==> config.mk <==
export PLATFORM = sky130hd
export DESIGN_NAME = approx_error_sweeper
export DESIGN_NICKNAME = d
export VERILOG_FILES = /design/src/rtl/approx_error_sweeper.sv
export SDC_FILE = /design/constraint.sdc
export NUM_CORES = 1
export LEC_CHECK = 0
export CAP_MARGIN = 20
export CORE_MARGIN = 1
export CORE_UTILIZATION = 54
export CTS_BUF_LIST = sky130_fd_sc_hd__clkbuf_2
export CTS_CLUSTER_SIZE = 20
export DETAILED_ROUTE_END_ITERATION = 8
export GPL_TIMING_DRIVEN = 0
export HOLD_SLACK_MARGIN = 0.12
export PLACE_DENSITY = 0.89
export SLEW_MARGIN = 20
export SYNTH_ARGS = -nofsm -noshare
export SYNTH_HDL_FRONTEND = slang
export SYNTH_SLANG_ARGS = --single-unit
==> constraint.sdc <==
create_clock -name clk -period 7 [get_ports clk]
set_clock_uncertainty 0.1 [all_clocks]
set_input_delay 1.4 -clock clk [delete_from_list [all_inputs] [get_ports clk]]
set_output_delay 1.4 -clock clk [all_outputs]
set_load 0.005 [all_outputs]
==> src/rtl/approx_error_sweeper.sv <==
// approx_error_sweeper: steps every (A,B) operand pair through an external
// exact-vs-approximate multiplier comparator and gathers error statistics.
// Ports: clk, rst (async, active high), start/abort controls, A_out/B_out
// operands to the comparator, err_in absolute error from it, busy/done
// status, and the statistics outputs err_sum, err_max, max_A, max_B,
// nz_count, sample_count and err_sq_sum.
// Build option: define APPROX_SQERR_EN to accumulate err_in squared into
// err_sq_sum. Without it err_sq_sum reads 0 and no multiplier is built.
module approx_error_sweeper #(
  parameter int N     = 8,
  parameter int SUM_W = 4*N
) (
  input  logic               clk,
  input  logic               rst,
  input  logic               start,
  input  logic               abort,
  output logic [N-1:0]       A_out,
  output logic [N-1:0]       B_out,
  input  logic [2*N-1:0]     err_in,
  output logic               busy,
  output logic               done,
  output logic [SUM_W-1:0]   err_sum,
  output logic [2*N-1:0]     err_max,
  output logic [N-1:0]       max_A,
  output logic [N-1:0]       max_B,
  output logic [2*N:0]       nz_count,
  output logic [2*N:0]       sample_count,
  output logic [6*N-1:0]     err_sq_sum
);

  typedef enum logic [1:0] {
    IDLE  = 2'd0,
    SWEEP = 2'd1,
    DONE  = 2'd2
  } state_t;

  localparam logic [N-1:0] OP_MAX  = '1;
  localparam logic [N-1:0] OP_ONE  = 1;
  localparam logic [2*N:0] CNT_ONE = 1;

  state_t             state_q, state_d;
  logic [N-1:0]       a_q, a_d;
  logic [N-1:0]       b_q, b_d;
  logic [SUM_W-1:0]   sum_q, sum_d;
  logic [2*N-1:0]     max_q, max_d;
  logic [N-1:0]       max_a_q, max_a_d;
  logic [N-1:0]       max_b_q, max_b_d;
  logic [2*N:0]       nz_q, nz_d;
  logic [2*N:0]       cnt_q, cnt_d;

`ifdef APPROX_SQERR_EN
  logic [6*N-1:0]     sq_q, sq_d;
  logic [4*N-1:0]     sq_prod;

  assign sq_prod = err_in * err_in;
`endif

  always_comb begin
    state_d = state_q;
    a_d     = a_q;
    b_d     = b_q;
    sum_d   = sum_q;
    max_d   = max_q;
    max_a_d = max_a_q;
    max_b_d = max_b_q;
    nz_d    = nz_q;
    cnt_d   = cnt_q;
`ifdef APPROX_SQERR_EN
    sq_d    = sq_q;
`endif
    unique case (state_q)
      IDLE, DONE: begin
        if (start) begin
          state_d = SWEEP;
          a_d     = '0;
          b_d     = '0;
          sum_d   = '0;
          max_d   = '0;
          max_a_d = '0;
          max_b_d = '0;
          nz_d    = '0;
          cnt_d   = '0;
`ifdef APPROX_SQERR_EN
          sq_d    = '0;
`endif
        end
      end
      SWEEP: begin
        if (abort) begin
          // Current pair is dropped; partial stats stay visible.
          state_d = IDLE;
        end else begin
          cnt_d = cnt_q + CNT_ONE;
          sum_d = sum_q + {{(SUM_W-2*N){1'b0}}, err_in};
`ifdef APPROX_SQERR_EN
          sq_d  = sq_q + {{(2*N){1'b0}}, sq_prod};
`endif
          if (err_in != '0) begin
            nz_d = nz_q + CNT_ONE;
          end
          // Strict compare keeps the earliest pair on ties.
          if (err_in > max_q) begin
            max_d   = err_in;
            max_a_d = a_q;
            max_b_d = b_q;
          end
          if (a_q == OP_MAX && b_q == OP_MAX) begin
            state_d = DONE;
          end else begin
            b_d = b_q + OP_ONE;
            if (b_q == OP_MAX) begin
              a_d = a_q + OP_ONE;
            end
          end
        end
      end
      default: state_d = IDLE;
    endcase
  end

  always_ff @(posedge clk or posedge rst) begin
    if (rst) begin
      state_q <= IDLE;
      a_q     <= '0;
      b_q     <= '0;
      sum_q   <= '0;
      max_q   <= '0;
      max_a_q <= '0;
      max_b_q <= '0;
      nz_q    <= '0;
      cnt_q   <= '0;
    end else begin
      state_q <= state_d;
      a_q     <= a_d;
      b_q     <= b_d;
      sum_q   <= sum_d;
      max_q   <= max_d;
      max_a_q <= max_a_d;
      max_b_q <= max_b_d;
      nz_q    <= nz_d;
      cnt_q   <= cnt_d;
    end
  end

`ifdef APPROX_SQERR_EN
  always_ff @(posedge clk or posedge rst) begin
    if (rst) begin
      sq_q <= '0;
    end else begin
      sq_q <= sq_d;
    end
  end

  assign err_sq_sum = sq_q;
`else
  assign err_sq_sum = '0;
`endif

  assign A_out        = a_q;
  assign B_out        = b_q;
  assign busy         = (state_q == SWEEP);
  assign done         = (state_q == DONE);
  assign err_sum      = sum_q;
  assign err_max      = max_q;
  assign max_A        = max_a_q;
  assign max_B        = max_b_q;
  assign nz_count     = nz_q;
  assign sample_count = cnt_q;

endmodule

# Word-level counts from Yosys, hierarchy flattened
# Index checks and enable logic that the tools add are counted.
[totals] inputBits=20 register_bits=116
[classes] eq_ne=11 n_addsub=5 n_lt_le_gt_ge=1 n_reduce_logical=11 muxes=31
[op_table] operator="two-way mux 8 bit" count=10
[op_table] operator="two-way mux 17 bit" count=4
[op_table] operator="case mux 17 bit (2 select lines)" count=2
[op_table] operator="two-way mux 32 bit" count=2
[op_table] operator="case mux 32 bit (2 select lines)" count=1
[op_table] operator="case mux 8 bit (2 select lines)" count=4
[op_table] operator="two-way mux 16 bit" count=3
[op_table] operator="adder 17 x 1 -> 17 bit (second input constant)" count=2
[op_table] operator="adder 32 x 16 -> 32 bit" count=1
[op_table] operator="case mux 16 bit (2 select lines)" count=1
[op_table] operator="adder 8 x 1 -> 8 bit (second input constant)" count=2
[op_table] operator="equality test 8 bit (second input constant)" count=2
[op_table] operator="> comparator 16 bit" count=1
[op_table] operator="nonzero test 16 bit" count=1
[op_table] operator="AND reduction 4 bit" count=3
[op_table] operator="two-way mux 2 bit" count=3
[op_table] operator="!= test 2 x 1 -> 1 bit (second input constant)" count=3
[op_table] operator="!= test 2 bit (second input constant)" count=3
[op_table] operator="AND reduction 5 bit" count=1
[op_table] operator="case mux 2 bit (2 select lines)" count=1
[op_table] operator="!= test 3 x 2 -> 1 bit (second input constant)" count=1
[op_table] operator="AND reduction 3 bit" count=1
[op_table] operator="equality test 2 x 1 -> 1 bit (second input constant)" count=1
[op_table] operator="equality test 2 bit (second input constant)" count=1
[op_table] operator="5 further kinds" count=5

# Longest topological paths before layout
[depth] depth_word=5 mapped_depth=11 mapped_depth_nobuf=10

# Least setup slack after synthesis
# OpenSTA, ideal clock, no wires.
[synth_path] path_type="in2reg" from="in err_in[0]" to="reg sum_q[14] (netlist: err_sum[14])" path_stages=10 setup_time_ns=0.135 n_path_buf=0 arrival_ns=3.172 slack_ns=3.594 path_cell_list="ha_1 > inv_1 > fa_1 > inv_1 > a21o_1 > a221oi_1 > o21bai_1 > a311oi_1 > xor2_1 > o21ai_0"
[synth_between] elab_chain_cells=3
[synth_lines] element="start: declaration" line="19" text="input logic [2*N-1:0] err_in,"
[synth_lines] element="adder 32 x 16 -> 32 bit" line="94" text="sum_d = sum_q + {{(SUM_W-2*N){1'b0}}, err_in};"
[synth_lines] element="two-way mux 32 bit" line="89" text="if (abort) begin"
[synth_lines] element="case mux 32 bit (2 select lines)" line="71" text="unique case (state_q)"
[synth_lines] element="end signal: assignment" line="136" text="sum_q <= sum_d;"
[synth_lines] element="end: declaration" line="44" text="logic [SUM_W-1:0] sum_q, sum_d;"
# No other way between the ends. The select of a mux whose other input is x is not followed.
# A chain may end at the register's enable or synchronous reset.

# Final worst setup path
# Same ends and word-level chain as after synthesis.

==> metrics <==
worst-skew pair later-pin latency=just over 0.7 ns; Max-Cap Viols=0; largest family of logic cells by synthesized area=simple AND/OR/NAND/NOR gates; CTS tree=done; First-pass DRT Iterations=5; outcome=finished clean; WP data required=approximately 7.5 ns; Synth Flop Type=dfrtp_1; PwrDens=238 nW/um^2; final worst slack=3.20 ns; Die Y=~110 um; Sink Count=116; Antenna diodes=0; antenna violations before repair=0; hold_buf cts=0; post-cts sizing count=0; Placeable Area=12000 sq um; Final Hold Fails=0; worst-path maximum fanout=4; vias in the first global route=5436; Root Driver=clkbuf_2; Mapped Avg Cell Area=9.57 sq um; asr flop ratio synth=1.00; commonest cells after routing, fill and taps aside=clkdlybuf4s50_1, dfrtp_1, nor2_1, nand2_1; Post-Syn Area=~6600 sq um; Compound-Gate Fraction of Synth Area=0.156; routability cong.=~0.90; largest net degree at the start of global routing=73; Synth top area share=0.439; post-synthesis mux area share=0.00303; RSZ-0062 raised after global routing=false; top cells by area, synth=dfrtp_1, ha_1, buf_4, xor2_1, a22o_1; Final ANT Viol Nets=0; Die Width=~110 um; Port Buffers=135; Syn Inst Count=between 600 and 700; Worst VDD drop=~0.00014 V; detailed-route DRC error count=0; Worst Max-Slew Pin Slew=0.721 ns; Yosys cell types=slightly above 60; CTS buffer count=17; P_leak=3.99 nW; Post-synth EDFFs=0; die area=12700 sq um; Max-slew headroom=0.519; Seq cells post-synth=~120; Final nets=950; DP HPWL=between 10000 and 15000 um; setup_tns=0 ns; area grow syn2layout=29.9%; endpoint class of the critical path=flop; xor/xnor share of the synthesized area=0.0715; register area share after synthesis=0.439; Tmin final=between 3 and 4 ns; Ys Warns=0; initial cell density of the core=0.553; Critical Path Source Type=input port; Adder-Cell Fraction of Synth Area=0.0712; count of pins over their slew limit=0; H-tree Lvls=4; number of I/O pins=~180; Synth Area in Simple Gates=0.172; fin crit share=0.543; GRT Total Usage=0.276; Post-Place Worst Slack=~2.6 ns; Vias per Instance=~5.6; CP arrival=between 4 and 5 ns; Row Count=40; cell taking the most area after synthesis=dfrtp_1; initial DRC count=341; fmax=263 MHz; fill count=876; global-route wire length before repair=between 20000 and 30000 um; via count=roughly 5900; commonest non-fill, non-tap cell in the layout=clkdlybuf4s50_1; final setup fails=0; WL/cell=roughly 16 um; classification of the worst-slack hold path=reg -> reg; clk slew on worst S/H paths=0.17 ns; layout cells sized above 1=0.106; CTS Buffer Depth=2; total gr overflow=0; total setup buffers inserted after CTS=0; Post-Route WL=around 17000 um; CP Class=in -> reg
worst paths after layout:
kind,start,end,slack [ns],cells past startpoint
min reg2reg,max_B[0],max_B[0],0.43,1
min,max_B[0],max_B[0],0.43,1
max reg2reg,err_sum[0],err_sum[14],4.07,10
min in group asynchronous,rst,err_max[8],0.95,2
max,err_in[0],err_sum[14],3.20,11
max in group asynchronous,rst,sample_count[9],5.12,3
worst max-delay path, stage by stage:
cell             delay, ns
clkdlybuf4s50_1       0.53
ha_1                  0.28
inv_1                 0.07
fa_1                  0.20
inv_1                 0.05
a21o_1                0.16
a221oi_1              0.64
o21bai_1              0.25
a311oi_1              0.41
xor2_1                0.18
o21ai_0               0.10
power by group:
part | internal, W | switching [W] | leakage (nW)
clock | 0.000195 | 0.000256 | 0.144
combinational | 0.000375 | 0.000387 | 2.26
sequential | 0.000750 | 0.0000872 | 1.59
routing by layer:
metal,global-route usage,part of all wire,vias to the layer above
met5,0,0,-
met4,0.125,0.030,0
li1,-,-,2767
met1,0.366,0.43,2799
met3,0.0567,0.065,44
met2,0.437,0.47,247
cell type report:
cell class,instances,area (sq um),share of cell area
Inverter,30,118,0.0137
Multi-Input combinational cell,521,3310,0.385
Tap cell,147,184,0.0214
Timing Repair Buffer,136,1380,0.161
Sequential cell,116,2900,0.338
Buffer,71,462,0.0537
Clock inverter,13,140,0.0163
Clock buffer,19,95.1,0.0111
Yosys cell counts, types with 8 or more instances:
cell      number
a21oi_1       31
nand3_1       34
a21o_1         8
xnor2_1       15
nand4_1       19
nand2_1       56
clkbuf_1      15
inv_1         29
a22o_1        33
and3_1        14
or3_1         11
o21ai_0       41
ha_1          36
dfrtp_1      116
xor2_1        39
nor2_1        59
buf_4         48
flip-flops by register name (all words and copies together) (netlist names):
| name | cells |
|---|---|
| sample_count | 17 |
| max_A | 8 |
| err_max | 16 |
| A_out | 8 |
| nz_count | 17 |
| max_B | 8 |
| B_out | 8 |
| err_sum | 32 |
| state_q | 2 |
cells by family (layout without fill, tap and decap cells):
| logic type | count (synthesis) | count (layout) |
|---|---|---|
| AND/OR/NAND/NOR | 230 | 230 |
| flip-flops | 116 | 116 |
| XOR/XNOR | 54 | 54 |
| adder cells (fa/ha/maj) | 37 | 37 |
| buffers and inverters | 101 | 269 |
| multiplexers | 2 | 2 |
| AO/OA/AOI/OAI | 150 | 150 |
| other | 1 | 48 |
per-stage QoR:
stage | hold slack [ns] | cells | utilization | total power [W] | instance area (sq um)
after floorplan | 0.398 | 738 | - | 0.00129 | 6790
after global placement | 0.389 | 1020 | 0.696 | 0.00157 | 8320
after detailed placement | 0.395 | 1021 | 0.699 | 0.00160 | 8360
after CTS | 0.431 | 1053 | 0.718 | 0.00205 | 8590
after global routing | 0.446 | 1053 | 0.718 | 0.00217 | 8590
final | 0.427 | 1053 | 0.718 | 0.00205 | 8590
No activity file was read; power rests on OpenSTA's default activity.
